==> src/rtl/fifo_uart_pkg.sv <==
// Shared definitions for the FIFO-draining UART transmitter: state encodings,
// frame constants and serial line levels.
package fifo_uart_pkg;

  typedef enum logic [2:0] {
    IDLE   = 3'd0,
    REQ    = 3'd1,
    LOAD   = 3'd2,
    START  = 3'd3,
    DATA   = 3'd4,
    PARITY = 3'd5,
    STOP   = 3'd6
  } state_t;

  localparam int   DATA_BITS = 8;
  localparam logic LINE_IDLE = 1'b1;
  localparam logic START_LVL = 1'b0;

endpackage

==> src/rtl/fifo_uart_tx_baud_cnt.sv <==
// Bit-period counter: counts clock cycles within one serial bit and flags the
// last cycle of the bit. Restarts on clear or after each completed bit.
module baud_cnt #(
  parameter int CLKS_PER_BIT = 16
) (
  input  logic clk,
  input  logic rst,
  input  logic clear,
  output logic tick
);

  localparam int W = (CLKS_PER_BIT > 1) ? $clog2(CLKS_PER_BIT) : 1;
  localparam logic [W-1:0] LAST = W'(CLKS_PER_BIT - 1);

  logic [W-1:0] count_reg;

  assign tick = (count_reg == LAST);

  always_ff @(posedge clk or posedge rst) begin
    if (rst) begin
      count_reg <= '0;
    end else if (clear || tick) begin
      count_reg <= '0;
    end else begin
      count_reg <= count_reg + W'(1);
    end
  end

endmodule

==> src/rtl/fifo_uart_tx.sv <==
// Serial transmitter draining an async FIFO read port: start bit, 8 data bits
// LSB first, optional even parity, stop bit. tx is registered (glitch free).
module fifo_uart_tx
  import fifo_uart_pkg::*;
#(
  parameter int CLKS_PER_BIT = 16,
  parameter int PARITY_EN    = 0
) (
  input  logic       clk,
  input  logic       rst,
  input  logic       enable,
  input  logic       fifo_empty,
  input  logic [7:0] fifo_data,
  output logic       fifo_rd_en,
  output logic       tx,
  output logic       busy
);

  state_t state_reg, state_next;
  logic [DATA_BITS-1:0] shift_reg, shift_next;
  logic [2:0] bit_reg, bit_next;
  logic parity_reg, parity_next;
  logic tx_reg, tx_next;
  logic tick;
  logic clear;

  baud_cnt #(
    .CLKS_PER_BIT(CLKS_PER_BIT)
  ) u_baud (
    .clk  (clk),
    .rst  (rst),
    .clear(clear),
    .tick (tick)
  );

  always_ff @(posedge clk or posedge rst) begin
    if (rst) begin
      state_reg  <= IDLE;
      shift_reg  <= '0;
      bit_reg    <= '0;
      parity_reg <= 1'b0;
      tx_reg     <= LINE_IDLE;
    end else begin
      state_reg  <= state_next;
      shift_reg  <= shift_next;
      bit_reg    <= bit_next;
      parity_reg <= parity_next;
      tx_reg     <= tx_next;
    end
  end

  always_comb begin
    state_next  = state_reg;
    shift_next  = shift_reg;
    bit_next    = bit_reg;
    parity_next = parity_reg;
    fifo_rd_en  = 1'b0;

    case (state_reg)
      IDLE: begin
        if (enable && !fifo_empty) begin
          state_next = REQ;
        end
      end
      REQ: begin
        // A late-rising empty here would be a second consumer; back off without reading.
        fifo_rd_en = !fifo_empty;
        state_next = fifo_empty ? IDLE : LOAD;
      end
      LOAD: begin
        shift_next  = fifo_data;
        parity_next = ^fifo_data;
        bit_next    = '0;
        state_next  = START;
      end
      START: begin
        if (tick) begin
          state_next = DATA;
        end
      end
      DATA: begin
        if (tick) begin
          shift_next = shift_reg >> 1;
          bit_next   = bit_reg + 3'd1;
          if (bit_reg == 3'(DATA_BITS - 1)) begin
            state_next = (PARITY_EN != 0) ? PARITY : STOP;
          end
        end
      end
      PARITY: begin
        if (tick) begin
          state_next = STOP;
        end
      end
      STOP: begin
        if (tick) begin
          state_next = IDLE;
        end
      end
      default: begin
        state_next = IDLE;
      end
    endcase

    clear = (state_next != state_reg);

    // Line level is chosen from the upcoming state so it lands in tx_reg on entry.
    case (state_next)
      START:   tx_next = START_LVL;
      DATA:    tx_next = shift_next[0];
      PARITY:  tx_next = parity_next;
      default: tx_next = LINE_IDLE;
    endcase
  end

  assign tx   = tx_reg;
  assign busy = (state_reg != IDLE);

endmodule

==> config.mk <==
export PLATFORM = sky130hd
export DESIGN_NAME = fifo_uart_tx
export DESIGN_NICKNAME = d
export VERILOG_FILES = /design/src/rtl/fifo_uart_pkg.sv /design/src/rtl/fifo_uart_tx_baud_cnt.sv /design/src/rtl/fifo_uart_tx.sv
export SDC_FILE = /design/constraint.sdc
export NUM_CORES = 1
export LEC_CHECK = 0
export CORE_MARGIN = 2
export CORE_UTILIZATION = 40
export CTS_CLUSTER_SIZE = 20
export DETAILED_ROUTE_END_ITERATION = 8
export PLACE_DENSITY = 0.64
export SLEW_MARGIN = 5
export SYNTH_ARGS = -nofsm -noshare
export SYNTH_HDL_FRONTEND = slang
export SYNTH_SLANG_ARGS = --single-unit
==> constraint.sdc <==
create_clock -name clk -period 4.1 [get_ports clk]
set_input_delay 0.82 -clock clk [delete_from_list [all_inputs] [get_ports clk]]
set_output_delay 0.82 -clock clk [all_outputs]
set_load 0.02 [all_outputs]
=== Word-level counts from Yosys, hierarchy flattened ===
Cells that the tools add are included.

* Flip-flop bits (word level): 20
* Input port bits: 12

* Muxes and demuxes: 16
* Reduce and logical (&&, ||, !) cells: 8
* Eq/ne operators: 13
* $add $sub $neg: 2

{| class="wikitable"
|+ Operator list
! cell !! number
|-
| 2-to-1 mux 3 bit || 7
|-
| one-hot mux 3 bit (7 select lines) || 1
|-
| equality test 3 bit, second input constant || 6
|-
| one-hot mux 8 bit (2 select lines) || 1
|-
| equality test 3 x 2 -> 1 bit, second input constant || 3
|-
| 2-to-1 mux 8 bit || 1
|-
| parity 8 bit || 1
|-
| one-hot mux 3 bit (2 select lines) || 1
|-
| adder 4 x 1 -> 4 bit, second input constant || 1
|-
| equality test 4 bit, second input constant || 1
|-
| 2-to-1 mux 4 bit || 1
|-
| adder 3 x 1 -> 3 bit, second input constant || 1
|-
| equality test 3 x 1 -> 1 bit, second input constant || 1
|-
| logical NOT 3 bit || 1
|-
| inequality test 3 bit || 1
|-
| one-hot mux 1 bit (3 select lines) || 1
|-
| nonzero test 3 bit || 1
|-
| 2-to-1 mux 1 bit || 2
|-
| 2-to-1 mux 2 bit || 1
|-
| inequality test 2 x 1 -> 1 bit, second input constant || 1
|-
| AND reduction 2 bit || 1
|-
| nonzero test 2 bit || 1
|-
| logical AND 1 bit || 1
|-
| logical NOT 1 bit || 1
|-
| logical OR 1 bit || 1
|}

=== Logic depth before layout (Yosys ltp) ===
Gate-level depths: netlist of the first run.

* Word-level depth: 7
* Gate-level depth with buffers: 6

=== Hierarchy ===
From an unflattened synthesis of the first run, not the netlist that was laid out.

* Cell total of the unflattened synthesis: 113
* Area, all modules: 1113.6 um^2

{| class="wikitable"
|+ Modules (own cells, without submodules)
! module !! area each (um^2) !! cells an instance !! seq. area each (um^2) !! times used
|-
| fifo_uart_tx || 938.4 || 99 || 401.6 || 1
|-
| baud_cnt || 175.2 || 14 || 100.1 || 1
|}

=== Least setup slack after synthesis of the first run ===
OpenSTA, ideal clock, no wires.

* Kind: input to output
* From: in fifo_empty
* To: out fifo_rd_en
* Arrival time: 1447 ps
* Path slack: 1833 ps
* Stages: 1
* Cells stage by stage: nor4_1

* Word-level cells in the longest chain between the ends: 2

{| class="wikitable"
|+ Ends and longest elaborated chain
! element !! RTL line !! RTL
|-
| from (decl) || fifo_uart_tx.sv:12 || <nowiki>input logic fifo_empty,</nowiki>
|-
| logical NOT 1 bit || fifo_uart_tx.sv:67 || <nowiki>fifo_rd_en = !fifo_empty;</nowiki>
|-
| 2-to-1 mux 1 bit || fifo_uart_tx.sv:59 || <nowiki>case (state_reg)</nowiki>
|-
| to (decl) || fifo_uart_tx.sv:14 || <nowiki>output logic fifo_rd_en,</nowiki>
|}

No other way between the ends.

=== Worst setup path in the final report of the first run ===
Ends and elaborated chain as after synthesis.

==> impl_metrics.py, run 1 <==
metrics = {
    "status": {
        "outcome": "finished, final reports clean",
    },
    "floorplan": {
        "die_area_mm2": 0.00313,
        "rows": 18,
        "initial_core_util_pct": 42.8,
        "dieHeight_um": 56.0,
        "fp.dieW_um": 56.0,
        "coreArea_mm2": 0.00252,
        "io_pins": 15,
    },
    "cells_and_area": {
        "area_delta_synth_final_pct": 16.8,
        "post-route-util_pct": 50.0,
        "fillers": 268,
        "largest_reg_flops": 8,
        "diodes": 0,
        "drive_gt1_share_pct": 8.46,
        "nets": 146,
        "final_area_mm2": 0.00126,
    },
    "clock_tree": {
        "htreeDepth": 1,
        "postCtsSetupBuffers": 0,
        "cts_sinks": 20,
        "cts.path.max_buffers": 2,
        "clk_latency_ns": 0.30,
        "cts_made_buffers": 3,
        "cts.clk_slew.worst_paths_ns": 0.11,
        "ctsResizeCount": 0,
        "cts_tree": "built",
        "root_buffer": "clkbuf_4",
        "cts-hold-fix-buffers": 0,
    },
    "pwr": {
        "pwr-share-comb_pct": 39.1,
        "p_int_mw": 0.445,
        "clkPwrFrac_pct": 13.1,
        "p_sw_mw": 0.287,
        "power_mw": 0.732,
        "p_seq_share_pct": 47.8,
        "leakage_nw": 0.570,
        "swShare_pct": 39.2,
        "power-per-cell-area_mw_per_mm2": 581,
        "ir_drop_v": 0.000294,
    },
    "route": {
        "viasPerCell": 5.28,
        "drtPass1Iterations": 4,
        "avgRoutedWirePerCell_um": 12.7,
        "drc_errors": 0,
        "wl_um": 2030,
        "drt-initial-drc-count": 16,
        "vias": 844,
        "ant_nets": 0,
    },
    "global_routing": {
        "antenna_found_initial": 0,
        "grt_max_degree": 21,
        "track_usage_pct": 13.1,
        "grt.overflow.total": 0,
        "grt_pass1_vias": 773,
        "grt_pass1_wl_um": 3290,
    },
    "min_path": {
        "hold_path.startpoint": "u_baud.count_reg[0]$_DFF_PP0_",
        "hold_end": "u_baud.count_reg[0]$_DFF_PP0_",
        "hp-class": "register to register",
        "holdPathStages": 1,
    },
    "synthesis": {
        "synth_commonest_cells": "21 x nand2_1, 19 x dfrtp_1, 12 x nor2_1",
        "synth_area_mm2": 0.00108,
        "synthFlopType": "dfrtp_1",
        "syn-instance-count": 116,
        "yosysMostFrequentCell": "nand2_1",
        "synth_cell_types": 31,
        "synth_area_leader_cell": "dfrtp_1",
        "ys_seq_elements": 20,
        "syn_nets": 131,
        "async_flop_share_pct": 100,
        "synth-edff-count": 0,
        "syn_avg_cell_area_um2": 9.31,
        "yosysWarnings": 0,
        "ys_top_cells_by_area": "dfrtp_1 44%, nand2_1 7.3%, xnor2_1 6.5%",
        "yosys.area.top_type_share_pct": 44.0,
        "synth-seq-area-share_pct": 46.5,
    },
    "placed_design": {
        "hpwlAfterDp_um": 1520,
        "placed_area_mm2": 0.00123,
        "portBuffers": 14,
        "gp_congestion": 0.792,
    },
    "sta": {
        "hold_viol_final": 0,
        "fin_crit_sh_pct": 70.4,
        "fin_worst_skew_ns": 0.000854,
        "rsz0062_at_grt": "false",
        "worst_pin_slew_ns": 0.753,
        "min_period_ns": 2.89,
        "finalSetupTns_ns": 0,
        "slew_violations": 0,
        "slew_headroom_pct": 49.7,
        "setup_viol": 0,
        "timing.fmax_mhz": 346,
        "timing.hold.ws_ns": 0.465,
    },
    "setup_path": {
        "slowest_delay_ns": 0.64,
        "worstPathRequired_ns": 3.28,
        "crit_path_frequent_cell": "clkdlybuf4s50_1",
        "r2r-start": "u_baud.count_reg[0]$_DFF_PP0_",
        "reg2reg_to": "tx$_DFF_PP1_",
        "crit_chain": "clkdlybuf4s50_1, nor4_1, clkdlybuf4s50_1",
        "end_kind": "output port",
        "start_kind": "input port",
        "worst_path_max_delay_cell": "clkdlybuf4s50_1",
        "worst_ep_arrival_time_ns": 2.07,
        "worstRegToRegCells": 6,
        "worst-setup-path-type": "input port to output port",
        "cp_max_fo": 3,
        "r2r_slack_ns": 2.26,
    },
    "flow_run": {
        "drv_cap": 0,
    },
}
placed cells by master, fill, tap and decap left out:
| master | count |
|---|---|
| and2_2 | 1 |
| a21oi_2 | 1 |
| nand2b_1 | 1 |
| dfrtp_1 | 19 |
| nor4_1 | 2 |
| a21oi_1 | 5 |
| o21ai_1 | 6 |
| nor2_1 | 12 |
| mux2i_1 | 2 |
| inv_4 | 1 |
| and4_4 | 1 |
| clkbuf_4 | 3 |
| nand3_1 | 3 |
| a2bb2oi_1 | 1 |
| a221o_1 | 1 |
| and2_1 | 1 |
| o22ai_2 | 1 |
| o21ai_0 | 6 |
| nand2_1 | 21 |
| xor2_1 | 1 |
| ha_1 | 3 |
| xnor2_1 | 8 |
| inv_1 | 3 |
| or4_1 | 1 |
| and3_2 | 1 |
| clkbuf_1 | 1 |
| clkdlybuf4s50_1 | 14 |
| nand3b_1 | 1 |
| a21o_1 | 1 |
| nor3b_4 | 1 |
| a22oi_1 | 6 |
| dfstp_2 | 1 |
area by class of cell:
type                            instances  area [um^2]  area share, %
Tap cell                               30         37.5           2.98
Clock buffer                            4         26.3           2.08
Sequential cell                        20          502           39.8
Inverter                                4         17.5           1.39
Multi-Input combinational cell         88          538           42.7
Timing Repair Buffer                   14          140           11.1
power groups by stage:
stage	clock network [mW]	logic [mW]	registers [mW]
5_1_grt	0.106	0.329	0.363
3_5_place_dp	0	0.289	0.353
2_1_floorplan	0	0.246	0.324
3_3_place_gp	0	0.279	0.350
6_report	0.0957	0.286	0.350
4_1_cts	0.101	0.289	0.350
critical path, delay by kind of cell:
kind | cells | cell delay, ns
AND/OR/NAND/NOR | 1 | 0.17
buffers and inverters | 2 | 1.08
routing by layer:
layer | up-vias | GRT usage (%) | share of wire, %
met5 | - | 0 | 0
met3 | 2 | 4.19 | 3.0
met2 | 10 | 20.2 | 47
met4 | 0 | 3.06 | 0.64
met1 | 404 | 18.0 | 49
li1 | 428 | - | -
how the worst max path moves through the flow:
stage	start	to	slack (ns)
finish	fifo_empty	fifo_rd_en	1.21
global placement	fifo_empty	fifo_rd_en	1.22
detailed placement	fifo_empty	fifo_rd_en	1.20
global route	fifo_empty	fifo_rd_en	1.17
floorplan	fifo_empty	fifo_rd_en	1.83
CTS	fifo_empty	fifo_rd_en	1.20
through the flow:
step,setup WS (ns),cells
finish,1.21,160
global route,1.17,160
CTS,1.20,160
detailed placement,1.20,156
global placement,1.22,156
floorplan,1.83,116
logic make-up after synthesis:
logic type | share of synthesized area [%]
and+or+nand+nor | 20.7
AOI/OAI and AO/OA | 16.5
DFF | 46.5
xor gates and xnor gates | 7.30
buffers and inverters | 3.71
adders and majority gates | 3.48
muxes | 1.85
(Power assumes the default switching activity.)
==> inputs of run 2 (changes only) <==
--- a/config.mk
+++ b/config.mk
@@ -9,7 +9,7 @@
 export CORE_UTILIZATION = 40
 export CTS_CLUSTER_SIZE = 20
 export DETAILED_ROUTE_END_ITERATION = 8
-export PLACE_DENSITY = 0.64
+export PLACE_DENSITY = 0.67
 export SLEW_MARGIN = 5
 export SYNTH_ARGS = -nofsm -noshare
 export SYNTH_HDL_FRONTEND = slang
==> constraint.sdc (replaced) <==
create_clock -name clk -period 2.3 [get_ports clk]
set_input_delay 0.46 -clock clk [delete_from_list [all_inputs] [get_ports clk]]
set_output_delay 0.46 -clock clk [all_outputs]
set_load 0.02 [all_outputs]
==> impl_metrics.py, run 2 (same netlist as run 1, synthesis figures left out) <==
metrics = {
    "status": {
        "outcome": "finished, final reports clean",
    },
    "sta": {
        "fin_worst_skew_ns": 0.00954,
        "setup_viol": 0,
        "slew_violations": 0,
        "rsz0062_at_grt": "false",
        "timing.fmax_mhz": 487,
        "slew_headroom_pct": 70.3,
        "min_period_ns": 2.05,
        "hold_viol_final": 0,
        "worst_pin_slew_ns": 0.445,
        "finalSetupTns_ns": 0,
        "fin_crit_sh_pct": 89.2,
        "timing.final.ws_setup_ns": 0.248,
    },
    "clock_tree": {
        "htreeDepth": 1,
        "root_buffer": "clkbuf_4",
        "cts-hold-fix-buffers": 0,
        "cts.clk_slew.worst_paths_ns": 0.12,
        "cts_made_buffers": 3,
        "cts_tree": "built",
        "postCtsSetupBuffers": 0,
        "cts.path.max_buffers": 2,
        "clk_latency_ns": 0.31,
        "cts_sinks": 20,
    },
    "placed_design": {
        "portBuffers": 14,
        "gp_congestion": 0.775,
        "hpwlAfterDp_um": 1520,
        "placed_area_mm2": 0.00126,
        "preCtsSetupSlack_ns": 0.105,
    },
    "setup_path": {
        "worstPathRequired_ns": 1.84,
        "start_kind": "register",
        "worst_ep_arrival_time_ns": 1.59,
        "worst-setup-path-type": "register to output port",
        "end_kind": "output port",
        "cp_max_fo": 4,
    },
    "cells_and_area": {
        "final_area_mm2": 0.00130,
        "largest_reg_flops": 8,
        "diodes": 0,
        "drive_gt1_share_pct": 12.0,
        "final_cell_mix": "21 x nand2_1, 18 x dfrtp_1, 13 x clkdlybuf4s50_1",
        "final_common_cell": "nand2_1",
        "area_delta_synth_final_pct": 20.2,
        "nets": 149,
    },
    "floorplan": {
        "initial_core_util_pct": 42.8,
        "die_area_mm2": 0.00313,
        "io_pins": 15,
        "coreArea_mm2": 0.00252,
        "dieHeight_um": 56.0,
        "rows": 18,
        "fp.dieW_um": 56.0,
    },
    "global_routing": {
        "antenna_found_initial": 0,
        "grt_pass1_vias": 824,
        "grt.overflow.total": 0,
        "track_usage_pct": 14.7,
        "grt_pass1_wl_um": 3620,
        "grt_max_degree": 21,
    },
    "route": {
        "ant_nets": 0,
        "wl_um": 2030,
        "avgRoutedWirePerCell_um": 12.4,
        "viasPerCell": 5.31,
        "drtPass1Iterations": 4,
        "vias": 866,
        "drc_errors": 0,
        "drt-initial-drc-count": 32,
    },
    "min_path": {
        "hp-class": "input port to asynchronous set/reset pin",
    },
    "pwr": {
        "swShare_pct": 38.4,
        "p_sw_mw": 0.526,
        "ir_drop_v": 0.000599,
        "p_int_mw": 0.844,
        "power-per-cell-area_mw_per_mm2": 1060,
        "p_seq_share_pct": 43.3,
        "clkPwrFrac_pct": 15.1,
        "pwr-share-comb_pct": 41.7,
        "leakage_nw": 0.606,
    },
    "flow_run": {
        "drv_cap": 0,
    },
}
-- run 2: cell types whose count changed in the layout (fill, tap and decap cells not counted), sizes merged --
cell           change
buf                +3
dlymetal6s2s       +1
clkdlybuf4s50      -1
-- run 2: worst paths after layout --
path | endpoint | start | slack [ns] | cells past startpoint
worst max register to register | tx$_DFF_PP1_ | u_baud.count_reg[0]$_DFF_PP0_ | 0.48 | 6
max in group asynchronous | tx$_DFF_PP1_ | rst | 1.58 | 3
worst min register to register | u_baud.count_reg[0]$_DFF_PP0_ | u_baud.count_reg[0]$_DFF_PP0_ | 0.47 | 1
min in group clk | u_baud.count_reg[0]$_DFF_PP0_ | u_baud.count_reg[0]$_DFF_PP0_ | 0.47 | 1
worst min-delay path | shift_reg[4]$_DFFE_PP0P_ | rst | 0.45 | 3
worst max-delay path | busy | state_reg[0]$_DFF_PP0_ | 0.25 | 3
-- run 2: metal layers --
metal,global-route usage (%),part of all wire (%)
met1,19.3,47
met2,23.6,48
met3,2.33,4.1
met4,7.14,1.5
met5,0,0
-- run 2: critical path, cell delays in order (launching register included) --
cell	delay, ns
dfrtp_1	0.45
nor2_1	0.21
nand2_1	0.08
clkdlybuf4s50_1	0.54
-- run 2: area by class of cell --
| type | instances | area, um^2 |
|---|---|---|
| multi-input combinational | 88 | 538 |
| inverter | 4 | 17.5 |
| clock buffer | 4 | 36.3 |
| tap | 30 | 37.5 |
| sequential | 20 | 503 |
| timing repair buffer | 17 | 165 |
| fill | 253 | 1220 |
-- run 2: per-stage QoR --
stage / utilization, % / hold WS, ns / total power, mW / cells
detailed placement: 49.9 / 0.460 / 1.18 / 159
CTS: 51.3 / 0.455 / 1.39 / 163
global route: 51.4 / 0.482 / 1.49 / 163
global placement: 49.9 / 0.444 / 1.15 / 159
floorplan: - / 0.423 / 1.01 / 116
finish: 51.4 / 0.454 / 1.37 / 163
-- run 2: repair_timing --
action / CTS / global route
gates resized for setup: 0 / 2
hold endpoints to repair: 0 / 0
endpoints found under the setup margin: 0 / 1
-- run 2: power by group through the flow --
stage               Clock, mW  Sequential [mW]  Combinational, mW
finish                  0.206            0.593              0.571
global route            0.229            0.613              0.649
CTS                     0.217            0.593              0.579
detailed placement          0            0.597              0.578
global placement            0            0.590              0.557
floorplan                   0            0.577              0.438
==> inputs of run 3 (changes only) <==
--- a/config.mk
+++ b/config.mk
@@ -5,11 +5,12 @@
 export SDC_FILE = /design/constraint.sdc
 export NUM_CORES = 1
 export LEC_CHECK = 0
+export ABC_AREA = 1
 export CORE_MARGIN = 2
 export CORE_UTILIZATION = 40
 export CTS_CLUSTER_SIZE = 20
 export DETAILED_ROUTE_END_ITERATION = 8
-export PLACE_DENSITY = 0.67
+export PLACE_DENSITY = 0.66
 export SLEW_MARGIN = 5
 export SYNTH_ARGS = -nofsm -noshare
 export SYNTH_HDL_FRONTEND = slang
==> impl_metrics.py, run 3 <==
metrics = {
    "sta": {
        "fin_worst_skew_ns": 0.00121,
        "finalSetupTns_ns": 0,
        "worst_pin_slew_ns": 0.353,
        "slew_headroom_pct": 76.4,
        "fin_crit_sh_pct": 94.4,
        "slew_violations": 0,
        "rsz0062_at_grt": "false",
        "hold_viol_final": 0,
        "setup_viol": 0,
        "min_period_ns": 2.17,
        "timing.fmax_mhz": 460,
    },
    "clock_tree": {
        "cts_tree": "built",
        "cts.clk_slew.worst_paths_ns": 0.11,
        "cts-hold-fix-buffers": 0,
        "clk_latency_ns": 0.31,
        "htreeDepth": 1,
        "root_buffer": "clkbuf_4",
        "cts_sinks": 20,
        "cts.path.max_buffers": 2,
        "cts_made_buffers": 3,
        "postCtsSetupBuffers": 0,
    },
    "placed_design": {
        "hpwlAfterDp_um": 1940,
        "dp_cells": 191,
        "gp_congestion": 0.826,
        "portBuffers": 14,
    },
    "synthesis": {
        "syn_nets": 160,
        "synth-xor-area-share_pct": 6.47,
        "synthFlopType": "dfrtp_1",
        "synth_compound_area_share_pct": 8.02,
        "synth_top_family_by_area": "simple AND/OR/NAND/NOR gates",
        "syn-instance-count": 145,
        "yosys.area_share.simple_pct": 36.1,
        "synth_mux_area_share_pct": 0,
        "yosysWarnings": 0,
        "ys_top_cells_by_area": "dfrtp_1 39%, nand2_1 14%, nand3_1 5.3%",
        "synth_cell_types": 31,
        "syn_avg_cell_area_um2": 8.40,
        "async_flop_share_pct": 100,
        "ys_seq_elements": 20,
        "yosysMostFrequentCell": "nand2_1",
        "yosys.area.top_type_share_pct": 39.1,
        "synth_area_leader_cell": "dfrtp_1",
        "synth-seq-area-share_pct": 41.2,
        "synth_area_mm2": 0.00122,
        "synth_commonest_cells": "45 x nand2_1, 19 x dfrtp_1, 13 x nand3_1",
        "synth-edff-count": 0,
        "synth-adder-area-share_pct": 3.08,
    },
    "floorplan": {
        "rows": 20,
        "io_pins": 15,
        "initial_core_util_pct": 40.9,
        "die_area_mm2": 0.00350,
        "dieHeight_um": 59.2,
        "fp.dieW_um": 59.2,
        "coreArea_mm2": 0.00298,
    },
    "setup_path": {
        "worst-setup-path-type": "register to output port",
        "end_kind": "output port",
        "reg2reg_to": "tx$_DFF_PP1_",
        "cp_max_fo": 10,
        "worst_ep_arrival_time_ns": 1.71,
        "worstPathRequired_ns": 1.84,
        "r2r_slack_ns": 0.66,
        "start_kind": "register",
        "worstRegToRegCells": 9,
        "r2r-start": "u_baud.count_reg[0]$_DFF_PP0_",
    },
    "pwr": {
        "pwr-share-comb_pct": 10.6,
        "power-per-cell-area_mw_per_mm2": 435,
        "p_seq_share_pct": 56.4,
        "ir_drop_v": 0.000250,
        "leakage_nw": 0.711,
        "p_int_mw": 0.480,
        "clkPwrFrac_pct": 33.0,
        "swShare_pct": 23.0,
        "p_sw_mw": 0.143,
    },
    "cells_and_area": {
        "drive_gt1_share_pct": 16.0,
        "nets": 178,
        "diodes": 0,
        "area_delta_synth_final_pct": 17.6,
        "final_common_cell": "nand2_1",
        "instances_no_fill": 195,
        "largest_reg_flops": 8,
        "fillers": 267,
        "final_cell_mix": "45 x nand2_1, 19 x dfrtp_1, 13 x nand3_1, 13 x clkdlybuf4s50_1, 12 x nor2_1",
    },
    "global_routing": {
        "track_usage_pct": 15.7,
        "grt-busiest-layer": "met2",
        "antenna_found_initial": 0,
        "grt.overflow.total": 0,
        "met3_usage_pct": 1.97,
        "met1_usage_pct": 17.5,
        "met2_usage_pct": 30.0,
        "grt_pass1_vias": 1003,
        "grt_max_degree": 21,
        "grt_pass1_wl_um": 4150,
    },
    "route": {
        "wl_um": 2450,
        "vias": 991,
        "viasPerCell": 5.08,
        "drtPass1Iterations": 4,
        "drc_errors": 0,
        "avgRoutedWirePerCell_um": 12.6,
        "ant_nets": 0,
        "drt-initial-drc-count": 51,
    },
    "min_path": {
        "hp-class": "input port to asynchronous set/reset pin",
    },
    "flow_run": {
        "drv_cap": 0,
    },
    "status": {
        "outcome": "finished, final reports clean",
    },
}
run 3: cell types whose count changed after synthesis, sizes merged, moves of 2 or more:
cell   change
a21oi      -5
o21ai     -10
nor2       +6
nand3     +12
nor4       -2
xnor2      -4
xor2       +4
mux2i      -2
and2       -2
inv        +5
nand2     +27
nor3       +2
run 3: how the worst max path moves through the flow:
| stage | startpoint | to | slack, ns | cells after the start |
|---|---|---|---|---|
| global route | state_reg[0]$_DFF_PP0_ | busy | 0.04 | 3 |
| CTS | state_reg[2]$_DFF_PP0_ | fifo_rd_en | 0.06 | 4 |
| global placement | fifo_empty | fifo_rd_en | 0.08 | 5 |
| floorplan | state_reg[2]$_DFF_PP0_ | tx$_DFF_PP1_ | 0.82 | 11 |
| detailed placement | fifo_empty | fifo_rd_en | 0.07 | 5 |
| finish | state_reg[0]$_DFF_PP0_ | busy | 0.13 | 3 |
run 3: cells by family after synthesis:
kind of cell | after synthesis
simple gates | 87
flops | 20
compound gates | 13
buf+inv | 13
xor+xnor | 9
fa+ha+maj | 3
run 3: power by group through the flow:
stage               Sequential (mW)  Combinational (mW)  Clock (mW)
finish                        0.352              0.0661       0.205
floorplan                     0.358              0.0323           0
detailed placement            0.358              0.0677           0
CTS                           0.352              0.0680       0.213
global placement              0.358              0.0637           0
global route                  0.352              0.0737       0.230
run 3: area by class of cell:
| cell class | instances | area, um^2 | share of cell area, % |
|---|---|---|---|
| multi-input combinational | 112 | 653 | 45.6 |
| sequential | 20 | 502 | 35.1 |
| timing repair buffer | 17 | 165 | 11.5 |
| tap | 33 | 41.3 | 2.88 |
| clock buffer | 4 | 36.3 | 2.53 |
| inverter | 9 | 33.8 | 2.36 |
run 3: critical path: stages, from the launching register on:
cell and delay (ns):
dfrtp_1 0.52, nor2_2 0.24, nand2_1 0.10, clkdlybuf4s50_1 0.55
run 3: through the flow:
stage                     hold WS (ns)  area (um^2)  power (mW)  worst slack [ns]  util, %
after CTS                        0.469         1430       0.633            0.0600     48.0
final                            0.466         1430       0.623             0.128     48.1
after detailed placement         0.463         1390       0.426            0.0733     46.8
after floorplan                  0.423         1220       0.391             0.823        -
after global placement           0.447         1390       0.422            0.0825     46.8
after global routing             0.484         1430       0.656            0.0368     48.1
run 3: what timing repair did:
action,in CTS,in global routing
resized for setup,0,1
endpoints found under the setup margin,0,1
hold endpoints to repair,0,0
run 3: routing by layer:
metal	up-vias	part of all wire, %	routed length [um]
li1	512	-	-
met1	455	44	1080
met2	20	52	1280
met3	4	2.1	52
met4	0	1.5	36
met5	-	0	0
